<file path="src/rtl/picosoc_mem_arbiter.sv">
// rtl/picosoc_mem_arbiter.sv - two-master arbiter in front of the single-port SoC SRAM
//
// Purpose: shares a 32-bit, byte-write-enabled, 1-cycle-read SRAM between the
// CPU RAM request (m0) and a secondary master (m1). One transaction is in
// flight at a time: IDLE -> ACCESS -> RESP -> IDLE. Round-robin by default;
// FIXED_PRIO=1 makes m0 win every tie.
//
// Ports:
//   clk, reset               clock, asynchronous active-high reset
//   mN_valid/addr/wdata/wstrb request from master N (wstrb == 0 means read)
//   mN_ready/rdata           single-cycle completion pulse and read data
//   ram_wen/addr/wdata       SRAM write enables, word address, write data
//   ram_rdata                SRAM read data, valid the cycle after the address
//   grant                    one-hot owner of the current transaction
//   busy                     high whenever a transaction is in progress
module picosoc_mem_arbiter #(
  parameter int WORDS      = 256,
  parameter int AW         = 22,
  parameter bit FIXED_PRIO = 1'b0
) (
  input  logic          clk,
  input  logic          reset,
  input  logic          m0_valid,
  output logic          m0_ready,
  input  logic [31:0]   m0_addr,
  input  logic [31:0]   m0_wdata,
  input  logic [3:0]    m0_wstrb,
  output logic [31:0]   m0_rdata,
  input  logic          m1_valid,
  output logic          m1_ready,
  input  logic [31:0]   m1_addr,
  input  logic [31:0]   m1_wdata,
  input  logic [3:0]    m1_wstrb,
  output logic [31:0]   m1_rdata,
  output logic [3:0]    ram_wen,
  output logic [AW-1:0] ram_addr,
  output logic [31:0]   ram_wdata,
  input  logic [31:0]   ram_rdata,
  output logic [1:0]    grant,
  output logic          busy
);

  localparam logic [1:0] ST_IDLE   = 2'd0;
  localparam logic [1:0] ST_ACCESS = 2'd1;
  localparam logic [1:0] ST_RESP   = 2'd2;

  logic [1:0] state_q, state_d;
  logic       gnt_sel_q, gnt_sel_d;  // 0 = m0, 1 = m1
  logic       last_q, last_d;        // master granted most recently
  logic       pick;
  logic       in_access, in_resp;

  always_comb begin
    state_d   = state_q;
    gnt_sel_d = gnt_sel_q;
    last_d    = last_q;
    pick      = 1'b0;
    case (state_q)
      ST_IDLE: begin
        // A lone requester wins outright; a tie goes to the master that was
        // not served last, or always to m0 in fixed-priority mode.
        if (m0_valid && m1_valid) begin
          pick = FIXED_PRIO ? 1'b0 : ~last_q;
        end else begin
          pick = m1_valid;
        end
        if (m0_valid || m1_valid) begin
          gnt_sel_d = pick;
          last_d    = pick;
          state_d   = ST_ACCESS;
        end
      end
      ST_ACCESS: state_d = ST_RESP;
      default:   state_d = ST_IDLE;
    endcase
  end

  always_ff @(posedge clk or posedge reset) begin
    if (reset) begin
      state_q   <= ST_IDLE;
      gnt_sel_q <= 1'b0;
      last_q    <= 1'b1;  // so m0 wins the first tie after reset
    end else begin
      state_q   <= state_d;
      gnt_sel_q <= gnt_sel_d;
      last_q    <= last_d;
    end
  end

  assign in_access = (state_q == ST_ACCESS);
  assign in_resp   = (state_q == ST_RESP);

  // All outputs decode straight from the registered state, so an async reset
  // drops write enables, ready and busy without waiting for a clock edge.
  assign ram_addr  = gnt_sel_q ? m1_addr[AW+1:2] : m0_addr[AW+1:2];
  assign ram_wdata = gnt_sel_q ? m1_wdata : m0_wdata;
  assign ram_wen   = in_access ? (gnt_sel_q ? m1_wstrb : m0_wstrb) : 4'b0000;

  assign m0_ready  = in_resp && !gnt_sel_q;
  assign m1_ready  = in_resp &&  gnt_sel_q;
  assign m0_rdata  = m0_ready ? ram_rdata : 32'h0;
  assign m1_rdata  = m1_ready ? ram_rdata : 32'h0;

  assign busy      = (state_q != ST_IDLE);
  assign grant     = busy ? (gnt_sel_q ? 2'b10 : 2'b01) : 2'b00;

  // Byte-offset and above-window address bits are intentionally ignored.
  logic unused_addr_parity;
  assign unused_addr_parity = ^{m0_addr, m1_addr};

  // Catch masters addressing beyond the physical RAM depth.
  always_ff @(posedge clk) begin
    if (!reset && in_access) begin
      assert (int'(ram_addr) < WORDS);
    end
  end

endmodule

</file>
<file path="config.mk">
export PLATFORM = sky130hd
export DESIGN_NAME = picosoc_mem_arbiter
export DESIGN_NICKNAME = d
export VERILOG_FILES = /design/src/rtl/picosoc_mem_arbiter.sv
export SDC_FILE = /design/constraint.sdc
export NUM_CORES = 1
export LEC_CHECK = 0
export ABC_AREA = 1
export BUFFER_PORTS_ARGS = -buffer_cell sky130_fd_sc_hd__buf_4
export CAP_MARGIN = 20
export CELL_PAD_IN_SITES_DETAIL_PLACEMENT = 0
export CELL_PAD_IN_SITES_GLOBAL_PLACEMENT = 1
export CORE_ASPECT_RATIO = 1.75
export CORE_MARGIN = 2
export CORE_UTILIZATION = 10
export DETAILED_ROUTE_END_ITERATION = 6
export PLACE_DENSITY = 0.81
export SLEW_MARGIN = 20
export SYNTH_ARGS = -nofsm -noshare
export SYNTH_HDL_FRONTEND = slang
export SYNTH_SLANG_ARGS = --single-unit
</file>
<file path="constraint.sdc">
create_clock -name clk -period 0.9 [get_ports clk]
set_input_delay 0.09 -clock clk [delete_from_list [all_inputs] [get_ports clk]]
set_output_delay 0.09 -clock clk [all_outputs]
set_load 0.02 [all_outputs]
</file>
==> results of run 1 <==
cell families after synthesis:
| kind of cell | synth area share |
|---|---|
| AND/OR/NAND/NOR | 0.6939 |
| AO/OA/AOI/OAI | 0.01404 |
| buffers and inverters | 0.2211 |
| flip-flops | 0.07105 |
state kept, by name, summed over array words and instances, names as in the netlist:
signal     cells
last_q         1
gnt_sel_q      1
state_q        2
synthesized netlist by cell type (all sizes together):
| cell | count | area share |
|---|---|---|
| nor2 | 67 | 0.20 |
| dfstp | 1 | 0.018 |
| dfrtp | 3 | 0.053 |
| nand2 | 178 | 0.47 |
| nand3 | 3 | 0.028 |
| buf | 19 | 0.11 |
| a21oi | 4 | 0.014 |
| inv | 43 | 0.11 |
per-stage QoR:
stage / total power [W] / util / std cells
final: 0.01342 / 0.3701 / 797
after global routing: 0.01427 / 0.3701 / 797
after CTS: 0.01327 / 0.3641 / 795
after detailed placement: 0.01140 / 0.3291 / 784
after global placement: 0.01137 / 0.3291 / 784
after floorplan: 0.006690 / - / 318
power groups by stage:
stage                     sequential, W  clock (W)  combinational [W]
after floorplan                0.000388          0            0.00630
after global placement         0.000414          0             0.0110
after detailed placement       0.000419          0             0.0110
after CTS                      0.000451   0.000728             0.0121
after global routing           0.000450   0.000746             0.0131
final                          0.000435   0.000716             0.0123
timing repair:
item	CTS	global route
gates cloned	2	1
buffers inserted	4	1
gates resized for setup	91	12
pin swaps	3	3
endpoints found under the hold margin	4	0
hold buffers	1	0
endpoints found under the setup margin	131	131
critical path, cell delays in order, from the launching register on:
cell	delay [ns]
dfrtp_2	0.47
buf_4	0.16
buf_6	0.11
nor2_4	0.17
nor2_2	0.05
buf_4	0.15
metal layers:
layer  vias to the layer above  GRT usage
met2                       170     0.2474
met5                         -          0
li1                       1511          -
met3                        10    0.02458
met1                      1317     0.1134
met4                         0    0.01713
how the worst max path moves through the flow:
stage | start | endpoint | slack (ns) | cells after the start
2_1_floorplan | state_q[0] | m1_rdata[10] | -0.17 | 4
3_3_place_gp | gnt_sel_q | ram_wdata[17] | -0.32 | 6
3_5_place_dp | gnt_sel_q | ram_wdata[17] | -0.33 | 6
4_1_cts | gnt_sel_q | m1_rdata[28] | -0.54 | 5
5_1_grt | gnt_sel_q | m0_rdata[25] | -0.57 | 5
6_report | state_q[1] | grant[0] | -0.52 | 5
final cells by class:
type                    instances  area [sq um]
fillers                      1437          8760
repair buffers                316          2849
multi-input cells             253          1725
well taps                     177         221.5
inverters                      43         168.9
flip-flops and latches          4         103.9
clock buffers                   4         78.83
==> impl_metrics.yaml, run 1 <==
route:
  antenna_left: 0
  dr_wl_met3_um: 799
  dr_wl_met2_um: 5732
  drtIter0Drc: 31
  dr.max_layer_used: "met4"
  wl_per_cell_um: 12.50
  num_vias: 3008
  remaining_drc_errors: 0
  wirelength_um: 9965
  met1Wirelength_um: 3294
  first_pass_iters: 4
  drt-vias-per-instance: 3.774
timing:
  tightest_slew_ns: 0.1999
  slew_viol_final: 0
  finalSetupViolCount: 130
  fin_hold_ws_ns: 0.1466
  max_freq_ghz: 0.7032
  rsz0062_at_grt: "yes"
  min_period_ns: 1.422
  post-route-period-util: 1.580
  hold_viol: 0
  fin_ws_ns: -0.5220
  setup_tns_ns: -62.38
  slew_headroom: 0.8666
  clock_skew_ns: 0.003750
place:
  pre_cts_slack_ns: -0.3284
  place.gp.congestion: 0.8467
  dpl_cell_area_sq_mm: 0.004577
  dp_hpwl_um: 8151
  port_buffers: 278
critical_path:
  setup.worst_path.end_class: "output port"
  start_kind: "register"
  critPathMaxFanout: 5
  r2r_end: "gnt_sel_q"
  setup.worst_path.class: "reg2out"
  cp.arrival_ns: 1.33
  rr_worst_depth: 7
  r2r_start: "state_q[1]"
  required_ns: 0.81
  rrSetupSlack_ns: -0.44
cts:
  cts_sinks: 4
  cts_buffers: 3
  h-tree-depth: 1
  clk_path_buf_depth: 2
  cts_root_buffer: "clkbuf_16"
  cts_tree: "done"
  insertion_delay_ns: 0.22
  path_clk_slew_ns: 0.03
synthesis:
  ys_ff_latch: 4
  syn-num-nets: 490
  yosys_warnings: 0
  synth_area_sq_mm: 0.001426
  syn_area_per_cell_sq_um: 4.485
  synth.distinct_cells: 12
  synthCells: 318
  seq_area_frac_synth: 0.07105
worst_hold_path:
  hold_depth: 3
  hp-start: "m1_valid"
  hold_class: "in2reg"
  whs_endpoint: "last_q"
layout:
  final_cell_mix: "buf_4 (221), nand2_1 (110), buf_6 (81)"
  num_antenna_cells: 0
  final_common_cell: "buf_4"
  syn2layout_area_growth_pct: 260.9
  fin_nets: 793
  layout-drive-gt1-share: 0.7516
  final_area_sq_mm: 0.005147
floorplan:
  fp-row-count: 57
  die_h_um: 162.0
  start_util: 0.1026
  die_area_sq_mm: 0.01527
  die_w_um: 94.28
  core_area_sq_mm: 0.01391
  pin_count: 299
outcome:
  violations: "negative setup slack"
  status: "complete, but fails checks"
power_and_ir_drop:
  seq_power_share: 0.032
  cellLeakagePower_nw: 2.722
  ir_drop_mv: 1.546
  p_sw_w: 0.006923
  p_per_area_mw_per_mm2: 2607
  swShare: 0.5160
  pwr-share-comb: 0.914
  p_clk_frac: 0.053
  intPower_w: 0.006494
global_route:
  grt_max_degree: 36
  grt_pass1_wl_um: 14460
  grt_overflow: 0
  antenna_found_initial: 0
  grt_usage: 0.1174
  first_global_vias: 3033
flow_run:
  maxCapViolCount: 0
Note: power is estimated with default switching activity, not from simulation.
==> run 2: changes to the inputs <==
--- a/config.mk
+++ b/config.mk
@@ -10,11 +10,11 @@
 export CAP_MARGIN = 20
 export CELL_PAD_IN_SITES_DETAIL_PLACEMENT = 0
 export CELL_PAD_IN_SITES_GLOBAL_PLACEMENT = 1
-export CORE_ASPECT_RATIO = 1.75
-export CORE_MARGIN = 2
-export CORE_UTILIZATION = 10
+export CORE_AREA = 2 2 115 117
+export CTS_BUF_LIST = sky130_fd_sc_hd__clkbuf_2
 export DETAILED_ROUTE_END_ITERATION = 6
-export PLACE_DENSITY = 0.81
+export DIE_AREA = 0 0 117 119
+export PLACE_DENSITY = 0.86
 export SLEW_MARGIN = 20
 export SYNTH_ARGS = -nofsm -noshare
 export SYNTH_HDL_FRONTEND = slang
==> constraint.sdc (replaced) <==
create_clock -name clk -period 1.8 [get_ports clk]
set_input_delay 0.18 -clock clk [delete_from_list [all_inputs] [get_ports clk]]
set_output_delay 0.18 -clock clk [all_outputs]
set_load 0.02 [all_outputs]
==> run 2 against run 1 <==
  * The flow now finishes without violations
  * Cell count is 3.8% lower
  * Worst hold slack better by 0.10 ns
  * Utilization is 8.2 points lower
  * First-iteration DRC count is 39% higher
  * Clock-buffer cell count stayed put
  * Wire length is 22% lower
  * Non-clock buffer count is 28 lower
  * Sequential power is 49% lower
  * Flip-flop and latch count stayed put
  * Sequential share of layout area is 0.74 points higher
  * Via count is 8.4% lower
  * Total power is 67% lower
  * Critical endpoint is now ram_wen[1]
==> impl_metrics.yaml, run 2 (same netlist as run 1, synthesis figures left out) <==
flow_run:
  maxCapViolCount: 0
global_route:
  first_global_vias: 2448
  grt_overflow: 0
  antenna_found_initial: 0
  grt_pass1_wl_um: 10940
  grt_max_degree: 42
  grt_usage: 0.09746
critical_path:
  setup.worst_path.class: "reg2out"
  critPathMaxFanout: 38
  cp_slowest_stage_delay_ns: 0.49
  rr_worst_depth: 4
  crit_start: "gnt_sel_q"
  cp.arrival_ns: 1.48
  setup.worst_path.end_class: "output port"
  start_kind: "register"
  r2r_end: "gnt_sel_q"
  rrSetupSlack_ns: 0.52
  r2r_start: "state_q[1]"
  cp_slowest_cell: "dfrtp_2"
  required_ns: 1.62
  endpoint: "ram_wen[1]"
  cp_cell_sequence: "inv_6 > buf_12 > nand2_1 > a21oi_1 > buf_4"
timing:
  max_freq_ghz: 0.6016
  finalSetupViolCount: 0
  min_period_ns: 1.662
  setup_tns_ns: 0
  post-route-period-util: 0.9235
  clock_skew_ns: 0.003512
  rsz0062_at_grt: "no"
  slew_viol_final: 0
  slew_headroom: 0.6958
  fin_hold_ws_ns: 0.2472
  tightest_slew_ns: 0.4546
  hold_viol: 0
layout:
  largest_register_ff_count: 2
  regMostFlops: "state_q"
  utilization: 0.2886
  final_cell_mix: "buf_4 (284), nand2_1 (178), nor2_1 (55)"
  layout-drive-gt1-share: 0.5212
  final_common_cell: "buf_4"
  syn2layout_area_growth_pct: 160.5
  reg_top3: "state_q: 2 flops, gnt_sel_q: 1 flops, last_q: 1 flops"
  fin_nets: 764
  num_antenna_cells: 0
floorplan:
  core_area_sq_mm: 0.01287
  die_h_um: 119
  die_w_um: 117
  pin_count: 299
  fp-row-count: 42
  die_area_sq_mm: 0.01392
  start_util: 0.1108
outcome:
  status: "finished clean"
worst_hold_path:
  hold_class: "in2reg"
route:
  dr_wl_met3_um: 836
  remaining_drc_errors: 0
  met1Wirelength_um: 2868
  drt-vias-per-instance: 3.591
  dr_wl_met2_um: 4016
  drtIter0Drc: 43
  antenna_left: 0
  num_vias: 2754
  wl_per_cell_um: 10.10
  dr.max_layer_used: "met4"
  first_pass_iters: 4
  wirelength_um: 7750
cts:
  cts_root_buffer: "clkbuf_2"
  insertion_delay_ns: 0.21
  cts_sinks: 4
  clk_path_buf_depth: 2
  cts_tree: "done"
  cts_buffers: 3
  path_clk_slew_ns: 0.05
  h-tree-depth: 1
power_and_ir_drop:
  ir_drop_mv: 0.4697
  cellLeakagePower_nw: 2.411
  p_per_area_mw_per_mm2: 1207
place:
  port_buffers: 278
  dp_hpwl_um: 6701
  place.gp.congestion: 0.7361
run 2: cell count changes in the layout (fill, tap and decap cells not counted), sizes merged:
cell    delta
clkinv     -1
clkbuf     -1
inv        +1
buf       -27
nand3      -1
run 2: metal layers:
metal	GRT usage	vias up
li1	-	1449
met1	0.1029	1129
met2	0.1936	172
met3	0.02188	4
met4	0.01618	0
met5	0	-
run 2: repair_timing:
action,4_1_cts,5_1_grt
setup buffers,0,0
gates resized for setup,0,3
endpoints found under the setup margin,0,4
hold endpoints to repair,3,0
hold buffers,1,0
run 2: per-stage QoR:
step	setup WS, ns	cell area (sq um)	instances	power [W]
CTS	0.03084	3706	767	0.004557
global route	0.01963	3716	767	0.004870
global placement	0.2842	3676	762	0.004453
finish	0.1378	3716	767	0.004485
detailed placement	0.2815	3676	762	0.004438
floorplan	0.5295	1426	318	0.002621
run 2: worst min-delay path by stage:
stage / from / end / slack, ns / cells after the start
2_1_floorplan: reset / gnt_sel_q / -0.05 / 1
3_3_place_gp: reset / state_q[1] / 0.08 / 2
3_5_place_dp: reset / state_q[0] / 0.08 / 2
4_1_cts: m1_valid / last_q / 0.23 / 3
5_1_grt: m1_valid / last_q / 0.25 / 3
6_report: m1_valid / last_q / 0.25 / 3
run 2: worst max-delay path, delay by kind of cell (launching register included):
kind            cells  cell delay [ns]
compound gates      1             0.13
simple gates        1             0.08
buf+inv             3             0.54
flops               1             0.49
run 2: cell type report:
cell class	instances	area (sq um)
clock buffers	4	20.02
fillers	1445	9159
inverters	43	166.4
multi-input cells	252	1010
flip-flops and latches	4	102.6
well taps	176	220.2
repair buffers	288	2197
run 2: power by group:
part | internal [W] | switching (W)
logic | 0.00169 | 0.00248
registers | 0.000145 | 0.0000765
clock network | 0.0000587 | 0.0000421
